`src/rtl/pipe_redirect_ctrl_if.sv`:
```
// pipe_redirect_ctrl_if: execute/trap/stall requests in, pc-side redirect and hold outputs back
interface pipe_redirect_ctrl_if #(parameter int ADDR_W = 32);
  logic              ex_jump_req_i;
  logic [2:0]        ex_jump_cause_i;
  logic [ADDR_W-1:0] ex_from_addr_i;
  logic [ADDR_W-1:0] ex_to_addr_i;
  logic              exc_req_i;
  logic [ADDR_W-1:0] exc_pc_i;
  logic [ADDR_W-1:0] trap_vec_i;
  logic              irq_req_i;
  logic [ADDR_W-1:0] irq_resume_pc_i;
  logic              irq_ack_o;
  logic              stall_if_i;
  logic              stall_mem_i;
  logic              jtag_halt_i;
  logic [2:0]        jump_cause_o;
  logic [ADDR_W-1:0] jump_from_addr_o;
  logic [ADDR_W-1:0] jump_to_addr_o;
  logic [2:0]        hold_flag_o;
  logic              flush_o;
  logic [ADDR_W-1:0] epc_o;
  logic [15:0]       mispred_cnt_o;
  modport master (
    output ex_jump_req_i, ex_jump_cause_i, ex_from_addr_i, ex_to_addr_i, exc_req_i, exc_pc_i, trap_vec_i,
           irq_req_i, irq_resume_pc_i, stall_if_i, stall_mem_i, jtag_halt_i,
    input  irq_ack_o, jump_cause_o, jump_from_addr_o, jump_to_addr_o, hold_flag_o, flush_o, epc_o, mispred_cnt_o
  );
  modport slave (
    input  ex_jump_req_i, ex_jump_cause_i, ex_from_addr_i, ex_to_addr_i, exc_req_i, exc_pc_i, trap_vec_i,
           irq_req_i, irq_resume_pc_i, stall_if_i, stall_mem_i, jtag_halt_i,
    output irq_ack_o, jump_cause_o, jump_from_addr_o, jump_to_addr_o, hold_flag_o, flush_o, epc_o, mispred_cnt_o
  );
endinterface

```
`src/rtl/pipe_redirect_ctrl.sv`:
```
// pipe_redirect_ctrl: redirect arbiter, flush sequencer, hold merge and mispredict counter; irq path under PIPE_REDIRECT_IRQ_EN
module pipe_redirect_ctrl #(
  parameter int ADDR_W       = 32,
  parameter int FLUSH_CYCLES = 2
) (
  input logic                clk,
  input logic                rst_n,
  pipe_redirect_ctrl_if.slave bus
);
  typedef enum logic [1:0] {IDLE, REDIR, FLUSH, HALT} state_t;
  state_t            state, state_nx;
  logic [2:0]        fcnt, fcnt_nx;
  logic [2:0]        cause_q, cause_nx;
  logic [ADDR_W-1:0] from_q, from_nx, to_q, to_nx, epc_q, irq_pc;
  logic              ack_q;
  logic [15:0]       mispred_cnt;
  logic              take_exc, take_jmp, take_irq, win, halt_hold;
  assign take_exc = (state == IDLE) & bus.exc_req_i;
  assign take_jmp = (state == IDLE) & bus.ex_jump_req_i & ~bus.exc_req_i;
`ifdef PIPE_REDIRECT_IRQ_EN
  logic pend;
  assign take_irq = (state == IDLE) & pend & ~bus.stall_mem_i & ~bus.exc_req_i & ~bus.ex_jump_req_i;
  assign irq_pc   = bus.irq_resume_pc_i;
  always_ff @(posedge clk)
    if (rst_n) pend <= 1'b0;
    else       pend <= (pend & ~take_irq) | bus.irq_req_i;
`else
  logic unused_irq;
  assign unused_irq = ^{bus.irq_req_i, bus.irq_resume_pc_i};
  assign take_irq   = 1'b0;
  assign irq_pc     = '0;
`endif
  assign win       = take_exc | take_jmp | take_irq;
  assign halt_hold = (state == HALT) | ((state == IDLE) & bus.jtag_halt_i & ~win);
  always_comb begin
    state_nx = state;
    fcnt_nx  = fcnt;
    cause_nx = take_exc ? 3'd5 : take_jmp ? bus.ex_jump_cause_i : take_irq ? 3'd4 : 3'd0;
    from_nx  = take_exc ? bus.exc_pc_i : take_jmp ? bus.ex_from_addr_i : take_irq ? irq_pc : '0;
    to_nx    = (take_exc | take_irq) ? bus.trap_vec_i : take_jmp ? bus.ex_to_addr_i : '0;
    case (state)
      IDLE:  state_nx = win ? REDIR : bus.jtag_halt_i ? HALT : IDLE;
      REDIR: begin
        state_nx = (FLUSH_CYCLES > 1) ? FLUSH : IDLE;
        fcnt_nx  = 3'(FLUSH_CYCLES - 1);
      end
      FLUSH: if (!(bus.stall_mem_i | bus.stall_if_i)) begin
        state_nx = (fcnt == 3'd1) ? IDLE : FLUSH;
        fcnt_nx  = fcnt - 3'd1;
      end
      HALT:  state_nx = bus.jtag_halt_i ? HALT : IDLE;
    endcase
  end
  always_ff @(posedge clk)
    if (rst_n) begin
      state       <= IDLE;
      fcnt        <= '0;
      cause_q     <= '0;
      from_q      <= '0;
      to_q        <= '0;
      ack_q       <= 1'b0;
      epc_q       <= '0;
      mispred_cnt <= '0;
    end else begin
      state   <= state_nx;
      fcnt    <= fcnt_nx;
      cause_q <= cause_nx;
      from_q  <= from_nx;
      to_q    <= to_nx;
      ack_q   <= take_irq;
      if (take_exc) epc_q <= bus.exc_pc_i;
      else if (take_irq) epc_q <= irq_pc;
      if (state == REDIR && (cause_q == 3'd2 || cause_q == 3'd3) && mispred_cnt != 16'hFFFF)
        mispred_cnt <= mispred_cnt + 16'd1;
    end
  // the pc must be free to load the jump in REDIR, so no hold there
  assign bus.hold_flag_o      = (state == REDIR) ? 3'b000 : (halt_hold | bus.stall_mem_i) ? 3'b111 :
                                bus.stall_if_i ? 3'b011 : 3'b000;
  assign bus.flush_o          = (state == REDIR) | (state == FLUSH);
  assign bus.jump_cause_o     = cause_q;
  assign bus.jump_from_addr_o = from_q;
  assign bus.jump_to_addr_o   = to_q;
  assign bus.irq_ack_o        = ack_q;
  assign bus.epc_o            = epc_q;
  assign bus.mispred_cnt_o    = mispred_cnt;
endmodule
```
`src/flat_wrapper.sv`:
```
// flat-port wrapper written by rule: the top's interface ports become plain ports
module pipe_redirect_ctrl_flat 
#(
  parameter int ADDR_W       = 32,
  parameter int FLUSH_CYCLES = 2
)
  (clk, rst_n, bus_ex_jump_req_i, bus_ex_jump_cause_i, bus_ex_from_addr_i, bus_ex_to_addr_i, bus_exc_req_i, bus_exc_pc_i, bus_trap_vec_i, bus_irq_req_i, bus_irq_resume_pc_i, bus_stall_if_i, bus_stall_mem_i, bus_jtag_halt_i, bus_irq_ack_o, bus_jump_cause_o, bus_jump_from_addr_o, bus_jump_to_addr_o, bus_hold_flag_o, bus_flush_o, bus_epc_o, bus_mispred_cnt_o);
  pipe_redirect_ctrl_if #(.ADDR_W(ADDR_W)) bus_i ();
  input logic clk;
  input logic rst_n;
  input wire logic [$bits(bus_i.ex_jump_req_i)-1:0] bus_ex_jump_req_i;
  input wire logic [$bits(bus_i.ex_jump_cause_i)-1:0] bus_ex_jump_cause_i;
  input wire logic [$bits(bus_i.ex_from_addr_i)-1:0] bus_ex_from_addr_i;
  input wire logic [$bits(bus_i.ex_to_addr_i)-1:0] bus_ex_to_addr_i;
  input wire logic [$bits(bus_i.exc_req_i)-1:0] bus_exc_req_i;
  input wire logic [$bits(bus_i.exc_pc_i)-1:0] bus_exc_pc_i;
  input wire logic [$bits(bus_i.trap_vec_i)-1:0] bus_trap_vec_i;
  input wire logic [$bits(bus_i.irq_req_i)-1:0] bus_irq_req_i;
  input wire logic [$bits(bus_i.irq_resume_pc_i)-1:0] bus_irq_resume_pc_i;
  input wire logic [$bits(bus_i.stall_if_i)-1:0] bus_stall_if_i;
  input wire logic [$bits(bus_i.stall_mem_i)-1:0] bus_stall_mem_i;
  input wire logic [$bits(bus_i.jtag_halt_i)-1:0] bus_jtag_halt_i;
  output wire logic [$bits(bus_i.irq_ack_o)-1:0] bus_irq_ack_o;
  output wire logic [$bits(bus_i.jump_cause_o)-1:0] bus_jump_cause_o;
  output wire logic [$bits(bus_i.jump_from_addr_o)-1:0] bus_jump_from_addr_o;
  output wire logic [$bits(bus_i.jump_to_addr_o)-1:0] bus_jump_to_addr_o;
  output wire logic [$bits(bus_i.hold_flag_o)-1:0] bus_hold_flag_o;
  output wire logic [$bits(bus_i.flush_o)-1:0] bus_flush_o;
  output wire logic [$bits(bus_i.epc_o)-1:0] bus_epc_o;
  output wire logic [$bits(bus_i.mispred_cnt_o)-1:0] bus_mispred_cnt_o;
  assign bus_i.ex_jump_req_i = bus_ex_jump_req_i;
  assign bus_i.ex_jump_cause_i = bus_ex_jump_cause_i;
  assign bus_i.ex_from_addr_i = bus_ex_from_addr_i;
  assign bus_i.ex_to_addr_i = bus_ex_to_addr_i;
  assign bus_i.exc_req_i = bus_exc_req_i;
  assign bus_i.exc_pc_i = bus_exc_pc_i;
  assign bus_i.trap_vec_i = bus_trap_vec_i;
  assign bus_i.irq_req_i = bus_irq_req_i;
  assign bus_i.irq_resume_pc_i = bus_irq_resume_pc_i;
  assign bus_i.stall_if_i = bus_stall_if_i;
  assign bus_i.stall_mem_i = bus_stall_mem_i;
  assign bus_i.jtag_halt_i = bus_jtag_halt_i;
  assign bus_irq_ack_o = bus_i.irq_ack_o;
  assign bus_jump_cause_o = bus_i.jump_cause_o;
  assign bus_jump_from_addr_o = bus_i.jump_from_addr_o;
  assign bus_jump_to_addr_o = bus_i.jump_to_addr_o;
  assign bus_hold_flag_o = bus_i.hold_flag_o;
  assign bus_flush_o = bus_i.flush_o;
  assign bus_epc_o = bus_i.epc_o;
  assign bus_mispred_cnt_o = bus_i.mispred_cnt_o;
  pipe_redirect_ctrl #(.ADDR_W(ADDR_W), .FLUSH_CYCLES(FLUSH_CYCLES)) u_core (.clk(clk), .rst_n(rst_n), .bus(bus_i));
endmodule
```
`config.mk`:
```
export PLATFORM = sky130hd
export DESIGN_NAME = pipe_redirect_ctrl_flat
export DESIGN_NICKNAME = d
export VERILOG_FILES = /design/src/rtl/pipe_redirect_ctrl_if.sv /design/src/rtl/pipe_redirect_ctrl.sv /design/src/flat_wrapper.sv
export SDC_FILE = /design/constraint.sdc
export NUM_CORES = 1
export LEC_CHECK = 0
export ABC_AREA = 1
export ABC_CLOCK_PERIOD_IN_PS = 3600
export CORE_MARGIN = 2
export CORE_UTILIZATION = 40
export CTS_BUF_LIST = sky130_fd_sc_hd__clkbuf_16
export CTS_CLUSTER_SIZE = 16
export DETAILED_ROUTE_END_ITERATION = 7
export GPL_TIMING_DRIVEN = 1
export PLACE_DENSITY = 0.83
export RECOVER_POWER = 100
export SYNTH_ARGS = -nofsm -noshare
export SYNTH_HDL_FRONTEND = slang
export SYNTH_SLANG_ARGS = --single-unit
```
`constraint.sdc`:
```
create_clock -name clk -period 3.6 [get_ports clk]
set_clock_uncertainty 0.05 [all_clocks]
set_input_delay 0.72 -clock clk [delete_from_list [all_inputs] [get_ports clk]]
set_output_delay 0.72 -clock clk [all_outputs]
set_load 0.1 [all_outputs]
```
==> results by stage, run 1 <==
Status:
- The run finished with clean final reports.

Final layout:
- The library cell used most frequently in the layout, excluding fill and tap cells, is sky130_fd_sc_hd__nand2_1.
- The fraction of layout cells with a size suffix above 1 is under 10%.
- The final layout net count is 1,041.
- The number of antenna diodes in the final layout is 0.
- After routing the design area is 7929 sq um.
- From synthesis to final layout, the design area changed by 65.80%.
- The top cell types in the final layout, fill and taps aside, are sky130_fd_sc_hd__nand2_1 (189), sky130_fd_sc_hd__clkdlybuf4s50_1 (135), sky130_fd_sc_hd__dfxtp_1 (120).
- The core occupancy in the finished layout is between 60% and 70%.
- The post-route non-filler standard cell count is 1,018.

Die:
- The die is about 110 um tall.
- The number of top-level pins is approximately 290.
- The die is roughly 110 um wide.
- The die covers 12,850 sq um.
- In this run the core area contains 39 standard-cell rows.
- The area of the core is approximately 12,000 sq um.
- The starting utilization of the core area is between 40% and 50%.

Power and ir drop:
- Net switching is between 40 and 50% of the power.
- IR analysis of the VDD net gives a maximum drop of just over 0.0006 V.
- The power density over cell area is around 760 nW/um^2.
- The switching power of the nets is 2877 uW.
- The share of total power dissipated in sequential elements is ~27%.
- The clock network fraction of design power is about a quarter.
- The analysis attributes to cell leakage a power of 0.003711 uW.
- The combinational group share of total power is between 40% and 50%.
- The internal cell power is approximately 3200 uW.
- The design draws around 6000 uW.

Placed design:
- The cell total after placement is approximately 1,000.
- The HPWL after detailed placement is about 11,000 um.
- Summing all placed instances gives a cell area of 7441 sq um.
- The number of I/O port buffers is 256.
- The routability congestion estimate from global placement is between 0.8 and 0.9.

Hold path:
- The hold path startpoint is u_core.bus.epc_o[31].
- The worst min-delay path category is reg -> reg.

GRT:
- After global routing the overflow that remains totals 0.
- The number of global-route vias before repair is 4,828.
- The overall global routing resource usage is between 20 and 25%.
- Entering global routing, the biggest net connects 49 pins.
- The first-pass GRT wire length is 23,070 um.
- The initial antenna violation count is 0.

Synth:
- Summing every instance area after synthesis gives ~4800 sq um.
- For this run, the number of Yosys warnings is 0.
- The number of nets in the synthesized netlist is roughly 800.
- Averaged over all synthesized cells, the footprint is about 7.8 sq um.
- The number of flip-flops and latches in the synthesized netlist is 120.
- The number of distinct library cell variants in the gate-level netlist after synthesis is 35.
- Of the synthesized area, sequential elements account for around half.
- Synthesis handed over a netlist of between 600 and 700 instances.

Route:
- The number of iterations in the first detailed-routing pass is 4.
- The via count normalized by instance count is slightly below 5.
- The routed wire length per instance is roughly 15 um.
- The final route contains 4,938 vias.
- The total wire length is between 10,000 and 15,000 um.
- The number of design-rule violations left by the first detailed-router iteration is around 270.
- After detailed routing, the number of remaining DRC violations is 0.
- Once detail routing completed, the nets flagged for antenna violations numbered 0.

Clocking:
- Buffers inserted to repair hold after CTS numbered 0.
- The TritonCTS clock tree is built.
- The largest buffer count on any clock path is 2.
- The clock root buffer master is sky130_fd_sc_hd__clkbuf_16.
- The insertion delay of the later-clocked pin in the worst-skew pair is between 400 and 500 ps.
- The count of buffers added by post-CTS timing repair for setup is 0.
- The count of cells resized by post-cts repair is 0.
- CTS saw 120 sinks.
- The clock-pin slew reported for the worst setup and hold paths after clock tree synthesis is around 50 ps.
- In this run the number of H-tree levels came out at 4.
- TritonCTS created 17 clock buffers.

Critical path:
- The timing startpoint of the critical path is bus_ex_jump_req_i.
- The source of the worst register-to-register timing path is u_core.state[1].
- For the worst setup path, the data required time is about 2800 ps.
- The kind of end point of the critical path is an output pin.
- STA puts the critical path data arrival time at around 2300 ps.
- The highest fanout seen on the critical path is 3.
- The launching element type of the critical path is an input pin.
- The critical setup path kind is in -> out.

Timing:
- Summed over all failing endpoints, the final setup total negative slack is 0 ps.
- The normalized max-slew margin is between 4 and 5%.
- The count of final max-slew check failures came to 0.
- For this run, the top clock speed supported by timing is ~320 MHz.
- Setup repair after global routing left no endpoint under its margin.
- The final hold violation count was 0.
- The slew at the pin closest to its max-slew limit is about 1400 ps.
- Setup violations remaining at the end of the flow were counted as 0.
- The time the final worst path needs with I/O delays and setup is between 3000 and 4000 ps.
- The final period utilization is between 80% and 90%.

Job:
- The tool flagged a number of max-cap violations equal to 0.
[critical path: stages]
cell	delay, ps
sky130_fd_sc_hd__dlygate4sd3_1	530
sky130_fd_sc_hd__nand2_1	90
sky130_fd_sc_hd__nand2_1	100
sky130_fd_sc_hd__inv_1	80
sky130_fd_sc_hd__nand3_1	90
sky130_fd_sc_hd__a41oi_1	470
sky130_fd_sc_hd__buf_12	250
[power groups by stage]
stage	sequential [uW]	clock [uW]	combinational [uW]
6_report	1640	1560	2840
5_1_grt	1660	1640	2960
4_1_cts	1650	1580	2960
3_5_place_dp	1680	0	2950
3_3_place_gp	1670	0	2920
2_1_floorplan	3120	0	721
[kinds of logic after synthesis]
kind of cell	count (synthesis)	synth area share, %
AND/OR/NAND/NOR	362	34.46
flip-flops	120	50.24
buffers and inverters	66	6.777
AO/OA/AOI/OAI	55	5.992
adder cells (fa/ha/maj)	8	2.093
XOR/XNOR	2	0.3664
other	1	0.07842
[cell usage after synthesis (all sizes together)]
library cell / instances / share of area [%]
a41oi: 1 / 0.18
nor3: 1 / 0.10
dfxtp: 120 / 50
clkinv: 1 / 0.10
nand2: 196 / 16
and2: 1 / 0.13
buf: 25 / 3.4
conb: 1 / 0.078
o22ai: 2 / 0.26
clkbuf: 10 / 0.79
xor2: 2 / 0.37
nand3b: 1 / 0.24
nand3: 107 / 11
a21oi: 41 / 4.3
a31oi: 2 / 0.26
o21ai: 8 / 0.84
ha: 8 / 2.1
o211ai: 1 / 0.16
nor2: 54 / 6.1
nand4: 2 / 0.26
inv: 30 / 2.5
[state kept, by name, summed over array words and instances, names as in the netlist]
register	count
u_core.bus.jump_to_addr_o	32
u_core.bus.epc_o	32
u_core.bus.mispred_cnt_o	16
u_core.bus.jump_cause_o	3
u_core.state	2
u_core.bus.jump_from_addr_o	32
u_core.fcnt	3
[stage by stage]
stage,setup WS [ps],hold WS [ps]
3_3_place_gp,763.8,407.6
5_1_grt,306.2,429.3
3_5_place_dp,736.3,412.7
6_report,494.0,414.7
4_1_cts,727.7,421.1
2_1_floorplan,185.3,403.0
[per-layer routing]
metal | up-vias | GRT usage (%) | wire (um)
li1 | 2480 | - | -
met1 | 2218 | 23.71 | 5618
met2 | 219 | 41.56 | 7659
met3 | 21 | 9.427 | 1368
met4 | 0 | 8.699 | 295
met5 | - | 0 | 0
[worst paths after layout]
kind,endpoint,slack (ps),depth (start not counted)
min,u_core.bus.epc_o[31],410,2
max,bus_hold_flag_o[0],490,7
min reg2reg,u_core.bus.epc_o[31],410,2
max reg2reg,u_core.bus.jump_from_addr_o[21],620,8
[area by class of cell]
cell class / count / area (sq um)
clock buffer: 17 / 425.4
clock inverter: 15 / 118.9
fill: 926 / 3636
inverter: 31 / 126.4
multi-input combinational: 428 / 2056
sequential: 120 / 2402
tap: 143 / 178.9
timing repair buffer: 264 / 2621
Note: power is estimated with default switching activity, not from simulation.
==> inputs of run 2 (changes only) <==
Settings changed: CORE_AREA from default to 2 2 112 114, CORE_MARGIN 2 to default, CORE_UTILIZATION 40 to default, DIE_AREA from default to 0 0 114 116, DONT_BUFFER_PORTS from default to 1, PLACE_DENSITY 0.83 to 0.51.
==> run 2 against run 1 <==
  * Count of clock-buffer cells in the layout did not move
  * Total power fell by 5.9%
  * Setup slack improved by 2.6 ps
  * Combinational power fell by 68%
  * Critical endpoint is now u_core.bus.mispred_cnt_o[5]
  * Largest power group is now sequential cells
  * Highest routed layer unchanged
==> results by stage, run 2 (synthesis results as in run 1) <==
Status:
- The flow ran to the end, and the final reports show no timing, DRC or antenna violations.

Timing:
- The final period utilization came to 86.20% (about the same).
- The final hold violation count is 0 (unchanged).
- The count of final max-slew check failures was 0 (unchanged).
- The total negative slack was 0 ps (unchanged).
- The time the final worst path needs with I/O delays and setup is 3103 ps (-2.617 ps).
- Setup repair after global routing left no endpoint under its margin.
- The final setup violation count came to 0 (unchanged).
- The normalized max-slew margin is 3.306% (-1.5 points).
- The slew at the pin closest to its max-slew limit was 1450 ps (+28.26 ps).
- The fmax is 322.2 MHz (about the same).

Final layout:
- The growth of design area from synthesis to finish is 14.31%.
- The core occupancy in the finished layout is 45.89% (-23 points).
- The fraction of layout cells with a size suffix above 1 is 9.748% (+2.3 points).
- The library cells used most frequently in the layout, excluding fill and tap cells, are sky130_fd_sc_hd__nand2_1 (190), sky130_fd_sc_hd__dfxtp_1 (120), sky130_fd_sc_hd__nand3_1 (106).
- The post-route standard cell area excluding fillers is 5466 sq um (-31%).
- The antenna diode instance count was 0 (unchanged).
- The most common library cell in the layout ignoring fill and taps is sky130_fd_sc_hd__nand2_1.
- The count of fill cells added during filler insertion is 1,216 (+31%).
- The final layout net count came to 802 (-23%).

Clocking:
- The hold buffer count at cts was 0 (unchanged).
- The count of buffers added by post-CTS timing repair for setup is 0 (unchanged).
- The number of H-tree levels is 4 (unchanged).
- The number of buffers inserted during clock tree synthesis is 17 (unchanged).
- The largest buffer count on any clock path came to 2 (unchanged).
- The count of cells resized by post-cts repair is 0 (unchanged).
- TritonCTS built the clock tree.
- The number of clock sinks is 120 (unchanged).
- The clock-pin slew reported for the worst setup and hold paths after clock tree synthesis was 60 ps (about the same).
- The clock root buffer master is sky130_fd_sc_hd__clkbuf_16.
- The insertion delay of the later-clocked pin in the worst-skew pair is 410 ps (about the same).

Hold path:
- The worst min-delay path category is in -> reg.

Die:
- The starting utilization of the core area is 40.15% (-1.2 points).
- The area of the die was 13,220 sq um (+2.9%).
- The die height is 116 um (+2.3%).
- The x dimension of the die came to 114 um (+0.58%).
- The number of cell rows is 40 (+2.6%).
- The area of the core is 11,910 sq um (+3.0%).
- The number of top-level pins is 291 (unchanged).

GRT:
- The overall global routing resource usage is 18.54% (-4.4 points).
- The first-pass GRT wire length is 18,860 um (-18%).
- The residual overflow from global routing is 0 (unchanged).
- The number of global-route vias before repair came to 3,790 (-21%).
- The initial antenna violation count is 0 (unchanged).
- The maximum number of pins on one net before global-route repair came to 52 (+6.1%).

Power and ir drop:
- The worst supply voltage drop on vdd is 0.0006968 V (+14%).
- The leakage component of the power is 0.002438 uW (-34%).
- The power after layout came to 5683 uW (-5.9%).
- The power density over cell area is 1040 nW/um^2 (+37%).

Placed design:
- The total half-perimeter wirelength after legalization and detailed placement was 9082 um (-16%).
- The cell area after placement was 5021 sq um (-33%).
- The number of I/O port buffers is 0 (-100%).
- The routability congestion estimate from global placement is 0.8396 (-3.8%).

Route:
- The number of design-rule violations left by the first detailed-router iteration was 282 (+5.6%).
- The DRC violation count after routing is 0 (unchanged).
- The number of iterations in the first detailed-routing pass is 4 (unchanged).
- The via count normalized by instance count is 5.112 (+5.4%).
- The total wire length is 12,590 um (-16%).
- The number of vias after detailed routing came to 4,003 (-19%).
- The routed wire length per instance is 16.08 um (+9.5%).
- The number of nets still failing antenna checks after routing is 0 (unchanged).

Critical path:
- The required time at the endpoint of the critical path was 3900 ps (+1070 ps).
- The highest fanout seen on the critical path came to 5 (+2).
- STA classifies the critical path endpoint as a flip-flop.
- The arrival time reported for the critical path endpoint is 3400 ps (+1060 ps).
- By startpoint and endpoint, the worst setup path is classified as reg -> reg.
- The worst setup path is launched from a flip-flop.

Job:
- The max-capacitance violation count is 0 (unchanged).
run 2: worst max-delay path, cell delays in order (launching register included):
cell and delay, ps:
sky130_fd_sc_hd__dfxtp_1 300, sky130_fd_sc_hd__clkbuf_1 990, sky130_fd_sc_hd__ha_1 360, sky130_fd_sc_hd__nand2_1 70
sky130_fd_sc_hd__nor2_1 300, sky130_fd_sc_hd__nand2_4 90, sky130_fd_sc_hd__nor2_1 550, sky130_fd_sc_hd__nor2_2 70
sky130_fd_sc_hd__nand2_1 90, sky130_fd_sc_hd__nand2_1 90, sky130_fd_sc_hd__nor2_2 80
run 2: metal layers:
metal,vias up,global-route usage [%],routed length [um]
met5,-,0,0
met3,19,7.897,1214
met1,1798,20.22,4904
met2,178,30.95,6237
met4,0,9.512,231
li1,2008,-,-
run 2: worst paths after layout:
| check | startpoint | endpoint | slack, ps | cells after the start |
|---|---|---|---|---|
| worst max register to register | u_core.bus.mispred_cnt_o[0] | u_core.bus.mispred_cnt_o[5] | 500 | 10 |
| worst min-delay path | rst_n | u_core.bus.jump_to_addr_o[9] | 320 | 1 |
| worst max-delay path | u_core.bus.mispred_cnt_o[0] | u_core.bus.mispred_cnt_o[5] | 500 | 10 |
| worst min register to register | u_core.fcnt[0] | u_core.fcnt[0] | 440 | 1 |
run 2: report_power, final:
group	internal, uW	switching, uW	leakage [uW]
logic	246	649	0.00117
clock network	1080	595	0.000290
registers	1550	1570	0.000981
total	2870	2810	0.00244
run 2: layout make-up:
type                            count  area [sq um]  share of cell area [%]
Clock inverter                     15         161.4                   2.953
Tap cell                          147         183.9                   3.365
Sequential cell                   120          2402                   43.95
Timing Repair Buffer               25         150.1                   2.747
Inverter                           31         122.6                   2.243
Clock buffer                       17         425.4                   7.782
Multi-Input combinational cell    428          2021                   36.97
run 2: through the flow:
stage,setup slack (ps),hold slack (ps),instances
2_1_floorplan,185.3,403.0,614
3_3_place_gp,1088,423.5,751
3_5_place_dp,1086,431.4,751
4_1_cts,642.3,303.6,783
5_1_grt,257.2,299.6,783
6_report,496.6,322.9,783
